### src/rtl/trng_collector.sv
// -----------------------------------------------------------------------------
// trng_collector
//   Consumer end of the ring-oscillator TRNG. Registers the bus enable onto the
//   TRNG enable and samples the raw TRNG bit on a divided strobe. A
//   repetition-count health test runs on the raw samples. Accepted bits are
//   packed MSB-first into WORD_WIDTH-bit words. Words are handed out through a
//   one-entry valid/ready buffer.
//
//   Optional feature: define TRNG_VON_NEUMANN_EN to debias the raw samples.
//   Samples are taken in pairs: 10 gives 1, 01 gives 0, and 00/11 are
//   discarded. The health test is unaffected.
//
// Ports
//   clk          sampling / system clock
//   reset_n      asynchronous active-low reset
//   enable       collector enable from the bus register
//   trng_en      enable to the TRNG oscillators (enable delayed one cycle)
//   trng_in      raw TRNG bit
//   rdata        random word; held stable while rvalid=1
//   rvalid       rdata holds an unread word
//   rready       consumer accepts the word (pop when rvalid && rready)
//   health_fail  sticky repetition-count failure; cleared by enable=0
// -----------------------------------------------------------------------------
module trng_collector #(
    parameter int WORD_WIDTH = 32,
    parameter int SAMPLE_DIV = 4,
    parameter int REP_LIMIT  = 24
) (
    input  logic                  clk,
    input  logic                  reset_n,
    input  logic                  enable,
    output logic                  trng_en,
    input  logic                  trng_in,
    output logic [WORD_WIDTH-1:0] rdata,
    output logic                  rvalid,
    input  logic                  rready,
    output logic                  health_fail
);

    localparam int DIV_W = $clog2(SAMPLE_DIV);
    localparam int CNT_W = $clog2(WORD_WIDTH + 1);
    localparam int REP_W = $clog2(REP_LIMIT + 1);

    localparam logic [DIV_W-1:0] DIV_LAST = DIV_W'(SAMPLE_DIV - 1);
    localparam logic [CNT_W-1:0] CNT_LAST = CNT_W'(WORD_WIDTH - 1);
    localparam logic [REP_W-1:0] REP_MAX  = REP_W'(REP_LIMIT);

    typedef enum logic [1:0] {
        IDLE,
        COLLECT,
        HOLD,
        FAIL
    } state_t;

    state_t                state_q, state_d;
    logic [DIV_W-1:0]      div_q;
    logic [CNT_W-1:0]      bitcnt_q;
    logic [WORD_WIDTH-1:0] shreg_q;
    logic [REP_W-1:0]      rep_q;
    logic                  prev_q;

    logic                  strobe;
    logic [REP_W-1:0]      rep_nxt;
    logic                  rep_trip;
    logic                  bit_ok;
    logic                  bit_val;

    logic                  sample_en;
    logic                  accept;
    logic                  load;
    logic                  trip;

    // The divider only advances while trng_en is high. It is forced to zero
    // while enable is low, so every enable rising edge restarts it from zero.
    assign strobe = trng_en && (div_q == DIV_LAST);

    // A run starts at 1. The first sample after a clear (rep_q == 0) has no
    // predecessor, so it also starts a new run.
    assign rep_nxt  = ((rep_q != '0) && (trng_in == prev_q)) ? rep_q + REP_W'(1) : REP_W'(1);
    assign rep_trip = (rep_nxt == REP_MAX);

`ifdef TRNG_VON_NEUMANN_EN
    logic vn_have_q;
    logic vn_first_q;

    // A bit is produced only on the second sample of a pair, and only when
    // the two samples differ. The produced bit is the first sample.
    assign bit_ok  = vn_have_q && (vn_first_q != trng_in);
    assign bit_val = vn_first_q;

    always_ff @(posedge clk or negedge reset_n) begin
        if (!reset_n) begin
            vn_have_q  <= 1'b0;
            vn_first_q <= 1'b0;
        end else if (!enable || trip || load) begin
            vn_have_q  <= 1'b0;
        end else if (sample_en) begin
            vn_have_q  <= ~vn_have_q;
            if (!vn_have_q) begin
                vn_first_q <= trng_in;
            end
        end
    end
`else
    assign bit_ok  = 1'b1;
    assign bit_val = trng_in;
`endif

    always_ff @(posedge clk or negedge reset_n) begin
        if (!reset_n) begin
            state_q <= IDLE;
        end else begin
            state_q <= state_d;
        end
    end

    always_comb begin
        state_d   = state_q;
        sample_en = 1'b0;
        accept    = 1'b0;
        load      = 1'b0;
        trip      = 1'b0;
        case (state_q)
            IDLE: begin
                if (enable) begin
                    state_d = COLLECT;
                end
            end
            COLLECT: begin
                if (strobe) begin
                    sample_en = 1'b1;
                    // A health trip wins over a word completing on the same sample.
                    if (rep_trip) begin
                        trip    = 1'b1;
                        state_d = FAIL;
                    end else if (bit_ok) begin
                        accept = 1'b1;
                        if (bitcnt_q == CNT_LAST) begin
                            state_d = HOLD;
                        end
                    end
                end
            end
            HOLD: begin
                if (!rvalid || rready) begin
                    load    = 1'b1;
                    state_d = COLLECT;
                end
            end
            FAIL: begin
                state_d = FAIL;
            end
            default: begin
                state_d = IDLE;
            end
        endcase
        if (!enable) begin
            state_d   = IDLE;
            sample_en = 1'b0;
            accept    = 1'b0;
            load      = 1'b0;
            trip      = 1'b0;
        end
    end

    always_ff @(posedge clk or negedge reset_n) begin
        if (!reset_n) begin
            trng_en     <= 1'b0;
            div_q       <= '0;
            rep_q       <= '0;
            prev_q      <= 1'b0;
            health_fail <= 1'b0;
            bitcnt_q    <= '0;
            shreg_q     <= '0;
            rdata       <= '0;
            rvalid      <= 1'b0;
        end else begin
            trng_en <= enable;

            if (!enable) begin
                div_q <= '0;
            end else if (trng_en) begin
                div_q <= strobe ? '0 : div_q + DIV_W'(1);
            end

            if (!enable) begin
                rep_q  <= '0;
                prev_q <= 1'b0;
            end else if (sample_en) begin
                rep_q  <= rep_nxt;
                prev_q <= trng_in;
            end

            if (!enable) begin
                health_fail <= 1'b0;
            end else if (trip) begin
                health_fail <= 1'b1;
            end

            if (!enable || trip) begin
                bitcnt_q <= '0;
                shreg_q  <= '0;
            end else if (accept) begin
                shreg_q  <= {shreg_q[WORD_WIDTH-2:0], bit_val};
                bitcnt_q <= bitcnt_q + CNT_W'(1);
            end else if (load) begin
                bitcnt_q <= '0;
            end

            // The output buffer ignores enable and FAIL. An unread word stays
            // until it is popped. A load on the same edge as a pop replaces the
            // popped word, so rvalid stays high.
            if (load) begin
                rdata  <= shreg_q;
                rvalid <= 1'b1;
            end else if (rvalid && rready) begin
                rvalid <= 1'b0;
            end
        end
    end

endmodule

### config.mk
export PLATFORM = sky130hd
export DESIGN_NAME = trng_collector
export DESIGN_NICKNAME = d
export VERILOG_FILES = /design/src/rtl/trng_collector.sv
export SDC_FILE = /design/constraint.sdc
export NUM_CORES = 1
export LEC_CHECK = 0
export BUFFER_PORTS_ARGS = -buffer_cell sky130_fd_sc_hd__buf_2
export CORE_MARGIN = 5
export CORE_UTILIZATION = 35
export CTS_CLUSTER_SIZE = 12
export DETAILED_ROUTE_END_ITERATION = 12
export GPL_ROUTABILITY_DRIVEN = 0
export HOLD_SLACK_MARGIN = 0.02
export PLACE_DENSITY = 0.49
export SYNTH_ARGS = -nofsm -noshare
export SYNTH_HDL_FRONTEND = slang
export SYNTH_SLANG_ARGS = --single-unit
### constraint.sdc
create_clock -name clk -period 2.17 [get_ports clk]
set_input_delay 0.434 -clock clk [delete_from_list [all_inputs] [get_ports clk]]
set_output_delay 0.434 -clock clk [all_outputs]
set_load 0.05 [all_outputs]
# == After elaboration in Yosys (flattened, before gate mapping) ==
# Index checks and enable logic that the tools add are counted.
# totals
register_bits,83
output_inout_bits,35
elab_cells,76
in_bits,5
# classes
n_eq_ne,13
n_addsub,3
mux,37
reduce_logical,13
# op_table
cell,count
$mux 32,2
$mux 1,20
$mux 6,3
$mux 2,8
$mux 5,3
$pmux 2 s4,1
$add 6x1->6 const B,1
$eq 2x2->1 const B,3
$eq 6x5->1 const B,1
$ne 2x1->1 const B,3
$ne 3x3->1 const B,2
$add 5x1->5 const B,1
$eq 5x5->1 const B,1
$reduce_bool 5->1,1
$ne 4x4->1 const B,1
$reduce_bool 2->1,2
$logic_and 1x1->1,3
$reduce_and 3->1,1
$reduce_bool 3->1,1
$add 2x1->2 const B,1
$eq 2x1->1 const B,1
$logic_not 1->1,2
$logic_not 2->1,1
$logic_or 1x1->1,2
$eq 1x1->1,1

# == Depth between registers and ports, before layout ==
# Gate-level depths: netlist (run 1).
# depth
word_depth,10
depth_mapped,8
depth_no_buf,7

# == Least setup slack after synthesis (run 1) ==
# Ideal clock, no wire load.
# synth_path
path_type,register -> register
from,register rep_q[0]
to,register bitcnt_q[5]
t_arrival_ns,1.749
path_stages_with_launch,9
n_path_buf,1
setup_ns,0.121
required_time_ns,2.049
setup_slack_ns,0.300
period_less_slack_ns,1.870
path_cell_list,dfrtp_1 inv_1 ha_1 nor2b_1 nand4_2 a22o_4 buf_6 a21o_1 a22o_1
# synth_between
elab_chain_len,10
elab_cells_between_ends,17
cone_classes,1 x add/sub; 1 x eq/ne; 11 x mux; 4 x reduce/logical
# synth_lines
element,line_no,text
"start, declared",59,logic [REP_W-1:0] rep_q;
"start signal, assigned",190,rep_q <= rep_nxt;
branches (longest 2 deep; another with $add 5x1->5),--,
$mux 5 *,79,assign rep_nxt = ((rep_q != '0) && (trng_in == prev_q)) ? rep_q + REP_W'(1) : REP_W'(1);
$eq 5x5->1 *,80,assign rep_trip = (rep_nxt == REP_MAX);
$mux 1,133,if (rep_trip) begin
$mux 1,130,if (strobe) begin
$mux 1,123,case (state_q)
$mux 1,157,if (!enable) begin
$mux 6 / $logic_or 1x1->1 (equally long branches),"203, 200",
$mux 6 / $reduce_bool 3->1 (equally long branches),--,
"end signal, assigned",205,bitcnt_q <= bitcnt_q + CNT_W'(1);
"end, declared",57,logic [CNT_W-1:0] bitcnt_q;
# Every way passes the cells marked *.
# A chain may end at the register's enable or synchronous reset.

# == Worst setup path after layout (run 1) ==
# layout_path
from,register rep_q[0]
to,register bitcnt_q[2]
# Same word-level chain as after synthesis.

==> impl_metrics.tcl, run 1 <==
set metrics [dict create \
    status "complete, no violations" \
    timing.rr.end "bitcnt_q[2]$_DFFE_PN0P_" \
    clock_sinks 83 \
    power_mw 2.737 \
    die_h_um 108.2 \
    core-area_mm2 0.009328 \
    clock.fmax_ghz 0.4935 \
    tns_ns 0 \
    rr_startpoint "rep_q[0]$_DFFE_PN0P_" \
    cts.hold.buffers_added 0 \
    port_buffers 39 \
    grt_pass1_vias 2176 \
    slew-limit-headroom 0.6857 \
    drtAntennaViolNets 0 \
    drt_iter0_drc 93 \
    synth_area_mm2 0.003377 \
    maxCapViolCount 0 \
    overflow 0 \
    netlist_instances 244 \
    row_count 35 \
    power.density_mw_per_mm2 692.6 \
    rsz0062_at_grt "no" \
    min_period_over_period 0.9338 \
    pre_cts_ws_ns 0.1110 \
    viasPerCell 4.976 \
    synthFlopType "dfrtp_1" \
    final.setup.worst_slack_ns 0.1436 \
    dpl.hpwl_um 4182 \
    yosysWarnings 0 \
    r2r_slack_ns 0.14 \
    cts_resized 0 \
    post-route-drc-count 0 \
    hp-class "input port to async pin" \
    dieArea_mm2 0.01171 \
    ys_top_cells_by_count "dfrtp_1 (83), a22o_1 (39), mux2_2 (33)" \
    synth_most_common_cell "dfrtp_1" \
    start_kind "flop" \
    synth_area_per_cell_um2 13.84 \
    finalSetupViolations 0 \
    worst_pin_slew_ns 0.4704 \
    initial_core_util 0.3620 \
    path_clk_slew_ns 0.08 \
    cts_inserted_buffers 9 \
    clock_latency_ns 0.34 \
    period_needed_ns 2.026 \
    antenna_found_initial 0 \
    r2r_cells 8 \
    cts_buffer_depth 2 \
    num_vias 2100 \
    syn_to_final_growth_pct 17.01 \
    cts_setup_buffers 0 \
    fin_worst_skew_ns 0.01191 \
    area.sequential_mm2 0.002078 \
    dr.pass1.iters 4 \
    synth_nets 253 \
    grt_first_pass_wirelength_um 11090 \
    ys_types 41 \
    drt-total-wl_um 6354 \
    multi_input_comb_area_mm2 0.001211 \
    required_ns 2.44 \
    grtUsageTotal 0.1208 \
    nets 298 \
    endpoint_kind "flop" \
    worstSetupPathType "flop to flop" \
    synth-edff-count 0 \
    wl_per_cell_um 15.06 \
    grt_max_degree 49 \
    p_leak_nw 2.030 \
    ctsRootBufferMaster "clkbuf_8" \
    peakVddDrop_mv 0.2751 \
    ioPinCount 40 \
    synthTopCellsByArea "dfrtp_1 (62%), mux2_2 (11%), a22o_1 (10%)" \
    async_reset_ff_frac 1.000 \
    h-tree-depth 3 \
    ys_ff_latch 83 \
    synth_top_area_frac 0.6150 \
    slew_viol_final 0 \
    hold_viol 0 \
    worstPathMaxFanout 22 \
    tritoncts "done" \
    cp.arrival_ns 2.30 \
    seq_area_frac_synth 0.6150 \
    die_width_um 108.2 \
    fill_cells 868 \
    drive_gt1_frac 0.3413 \
    antenna_cells 0 \
    yosysTopAreaCell "dfrtp_1" \
]
kinds of logic after synthesis:
group                      Yosys count  synth area share
xor gates and xnor gates             3          0.007782
adders and majority gates            4           0.01482
muxes                               34            0.1130
AOI/OAI and AO/OA                   61            0.1475
and+or+nand+nor                     42           0.07336
buffers and inverters               17           0.02853
DFF                                 83            0.6150
per-layer routing:
metal  global-route usage  vias up  share of wire  wire, um
li1                     -      993              -         -
met5                    0        -              0         0
met3              0.02388       11          0.035       222
met1               0.1721     1055           0.51      3216
met4              0.05681        0          0.019       120
met2               0.1767       41           0.44      2794
sequential cells by signal, summed over array words and instances, names as in the netlist:
name         count
bitcnt_q         6
div_q            2
health_fail      1
prev_q           1
rdata           32
rep_q            5
rvalid           1
shreg_q         32
state_q          2
trng_en          1
worst max path at each step:
stage	startpoint	end	slack (ns)	depth (start not counted)
after floorplan	rep_q[0]$_DFFE_PN0P_	bitcnt_q[5]$_DFFE_PN0P_	0.30	8
after global placement	rep_q[0]$_DFFE_PN0P_	bitcnt_q[0]$_DFFE_PN0P_	0.17	7
after detailed placement	rep_q[0]$_DFFE_PN0P_	bitcnt_q[3]$_DFFE_PN0P_	0.11	7
after CTS	rep_q[0]$_DFFE_PN0P_	bitcnt_q[0]$_DFFE_PN0P_	0.1	7
after global routing	rep_q[0]$_DFFE_PN0P_	bitcnt_q[2]$_DFFE_PN0P_	0.02	7
final	rep_q[0]$_DFFE_PN0P_	bitcnt_q[2]$_DFFE_PN0P_	0.14	8
stage by stage:
stage | instances | area [um^2] | hold slack, ns | util
floorplan | 244 | 3377 | 0.1384 | -
global placement | 407 | 3760 | 0.4306 | 0.4031
detailed placement | 407 | 3760 | 0.4291 | 0.4031
CTS | 422 | 3950 | 0.04244 | 0.4235
global route | 422 | 3951 | 0.06564 | 0.4236
finish | 422 | 3951 | 0.03898 | 0.4236
final cells by class:
type	instances	share of cell area
repair buffers	47	0.07473
inverters	4	0.003800
flip-flops and latches	83	0.5260
clock buffers	11	0.03578
clock inverters	4	0.01235
multi-input cells	144	0.3065
well taps	129	0.04085
power breakdown:
part	internal (mW)	switching, mW	total, mW
clock network	0.558	0.526	1.08
registers	1.55	0.00677	1.56
logic	0.0280	0.0660	0.0939
total	2.14	0.598	2.74
worst max-delay path, stage by stage (launching register included):
cell and delay [ns]:
dfrtp_2 0.46, inv_1 0.07, ha_1 0.13, or4b_4 0.49, nand4_2 0.11, a22o_4 0.29, buf_12 0.19, a21oi_1 0.07
o21ai_1 0.13
layout by cell type, fill, tap and decap left out, types with 2 or more instances in the layout:
master	netlist	routed
a22o_1	39	39
a21o_1	3	3
buf_2	5	38
nand2b_1	2	2
and3b_1	2	2
nand3_1	7	7
mux2_2	33	33
clkbuf_8	0	10
nor2_1	5	4
xnor2_1	2	2
and3_1	2	2
a21oi_1	3	3
inv_1	4	4
nor2b_1	8	8
buf_12	0	3
clkinv_2	0	2
ha_1	4	4
nand2_1	8	8
dfrtp_1	83	82
o21ai_0	5	5
buf_4	3	6
No activity file was read; power rests on OpenSTA's default activity.
==> run 2, diff against run 1 <==
--- a/config.mk
+++ b/config.mk
@@ -7,12 +7,13 @@
 export LEC_CHECK = 0
 export BUFFER_PORTS_ARGS = -buffer_cell sky130_fd_sc_hd__buf_2
 export CORE_MARGIN = 5
-export CORE_UTILIZATION = 35
+export CORE_UTILIZATION = 27
 export CTS_CLUSTER_SIZE = 12
 export DETAILED_ROUTE_END_ITERATION = 12
 export GPL_ROUTABILITY_DRIVEN = 0
 export HOLD_SLACK_MARGIN = 0.02
-export PLACE_DENSITY = 0.49
+export PLACE_DENSITY = 0.4
+export REMOVE_ABC_BUFFERS = 1
 export SYNTH_ARGS = -nofsm -noshare
 export SYNTH_HDL_FRONTEND = slang
 export SYNTH_SLANG_ARGS = --single-unit
==> run 2 against run 1 <==
Against the previous run:
- critical path depth is 2 lower
- setup slack worse by 0.025 ns
- highest routed layer unchanged
- critical endpoint is now bitcnt_q[3]$_DFFE_PN0P_
- sequential power barely moved
- largest power group unchanged
==> impl_metrics.tcl, run 2 (same netlist as run 1, synthesis figures left out) <==
set metrics [dict create \
    status "complete, no violations" \
    clock.fmax_ghz 0.4875 \
    antenna_found_initial 0 \
    use_met2 0.1474 \
    grtUsageTotal 0.09945 \
    rsz0062_at_grt "no" \
    die_width_um 121.8 \
    tritoncts "done" \
    final_common_cell "dfrtp_1" \
    r2r_slack_ns 0.12 \
    clock_sinks 83 \
    wl_per_cell_um 14.62 \
    switchingPower_mw 0.6538 \
    viasPerCell 4.527 \
    switching_share 0.2152 \
    drt_iter0_drc 126 \
    nets 298 \
    drtAntennaViolNets 0 \
    use_met3 0.01950 \
    p_leak_nw 2.059 \
    p_clk_frac 0.454 \
    grt_pass1_vias 2144 \
    overflow 0 \
    crit_end "bitcnt_q[3]$_DFFE_PN0P_" \
    clock_latency_ns 0.33 \
    cp.arrival_ns 2.26 \
    die_h_um 121.8 \
    initial_core_util 0.2788 \
    start_kind "flop" \
    power_mw 3.039 \
    drive_gt1_frac 0.3345 \
    grt_first_pass_wirelength_um 11390 \
    crit_path_start "rep_q[0]$_DFFE_PN0P_" \
    pre_cts_ws_ns 0.06318 \
    slew-limit-headroom 0.7017 \
    antenna_cells 0 \
    r2r_cells 6 \
    period_needed_ns 2.051 \
    post-route-drc-count 0 \
    peakVddDrop_mv 0.3009 \
    required_ns 2.38 \
    grtUsageMet1 0.1336 \
    power.density_mw_per_mm2 745.5 \
    path_clk_slew_ns 0.06 \
    timing.rr.end "bitcnt_q[3]$_DFFE_PN0P_" \
    cts_buffer_depth 2 \
    final_cell_mix "dfrtp_1 (82), a22o_1 (39), buf_2 (38)" \
    dpl.hpwl_um 4335 \
    grt_max_degree 40 \
    combPwrFrac 0.032 \
    core-area_mm2 0.01211 \
    rr_startpoint "rep_q[0]$_DFFE_PN0P_" \
    whs_ns 0.04306 \
    endpoint_kind "flop" \
    ioPinCount 40 \
    slew_viol_final 0 \
    dieArea_mm2 0.01484 \
    hold_viol 0 \
    row_count 40 \
    num_vias 2087 \
    fin_worst_skew_ns 0.007418 \
    cts_inserted_buffers 9 \
    final.setup.worst_slack_ns 0.1188 \
    largestRegisters "rdata (32), shreg_q (32), bitcnt_q (6)" \
    ctsRootBufferMaster "clkbuf_16" \
    hp-class "input port to async pin" \
    h-tree-depth 3 \
    worst_pin_slew_ns 0.4474 \
    port_buffers 39 \
    final_util 0.3366 \
    cts_setup_buffers 0 \
    busiest_layer "met2" \
    p_int_mw 2.385 \
    min_period_over_period 0.9452 \
    drt-total-wl_um 6741 \
    finalSetupViolations 0 \
    maxCapViolCount 0 \
    worstPathMaxFanout 19 \
    syn_to_final_growth_pct 20.71 \
    dr.pass1.iters 4 \
    worstSetupPathType "flop to flop" \
    seq_power_share 0.514 \
]
==> run 2: changes by cell type in the layout (fill, tap and decap cells not counted) <==
cell        before  now
inv_6            1    0
bufinv_16        1    0
clkbuf_16        0    9
clkinvlp_4       0    1
clkbuf_8        10    1
clkbuf_1         1    3
buf_4            6    5
clkinv_2         2    1
buf_6            0    1
==> run 2: worst min-delay path by stage <==
| stage | end | slack (ns) | depth (start not counted) |
|---|---|---|---|
| after detailed placement | rdata[26]$_DFFE_PN0P_ | 0.42 | 1 |
| after global placement | rdata[26]$_DFFE_PN0P_ | 0.41 | 1 |
| after CTS | rdata[26]$_DFFE_PN0P_ | 0.06 | 1 |
| after floorplan | bitcnt_q[0]$_DFFE_PN0P_ | 0.14 | 0 |
| after global routing | rep_q[4]$_DFFE_PN0P_ | 0.08 | 1 |
| final | rdata[26]$_DFFE_PN0P_ | 0.04 | 1 |
==> run 2: layout make-up <==
| cell class | instances | area, um^2 |
|---|---|---|
| sequential | 83 | 2078 |
| timing repair buffer | 47 | 299.0 |
| inverter | 4 | 15.01 |
| multi-input combinational | 144 | 1211 |
| tap | 168 | 210.2 |
| clock buffer | 13 | 250.2 |
| clock inverter | 2 | 12.51 |
| fill | 1243 | 8035 |
==> run 2: timing repair <==
action,in CTS,in global routing
endpoints found under the setup margin,0,25
resized for setup,0,2
hold buffers,0,0
==> run 2: stage by stage <==
stage,instances,setup TNS [ns],instance area [um^2]
3_5_place_dp,446,0,3809
5_1_grt,461,0,4076
6_report,461,0,4076
4_1_cts,461,0,4071
3_3_place_gp,446,0,3809
2_1_floorplan,231,-21.84,3296
==> run 2: critical path, stage by stage (launching register included) <==
cell      delay [ns]
dfrtp_2         0.45
ha_1            0.29
a21boi_1        0.17
o221ai_1        0.22
a22o_4          0.36
and3b_1         0.18
a221o_1         0.25
==> run 2: per-layer routing <==
layer  vias up  wire length (um)
met5         -                 0
met4         0               144
li1        995                 -
met3        10               177
met2        29              3055
met1      1053              3363
==> run 2: power by group through the flow <==
stage	logic [mW]	registers (mW)	clock network, mW
finish	0.0974	1.56	1.38
detailed placement	0.103	1.59	0
global placement	0.102	1.59	0
floorplan	0.0337	1.59	0
CTS	0.104	1.56	1.44
global route	0.113	1.56	1.49
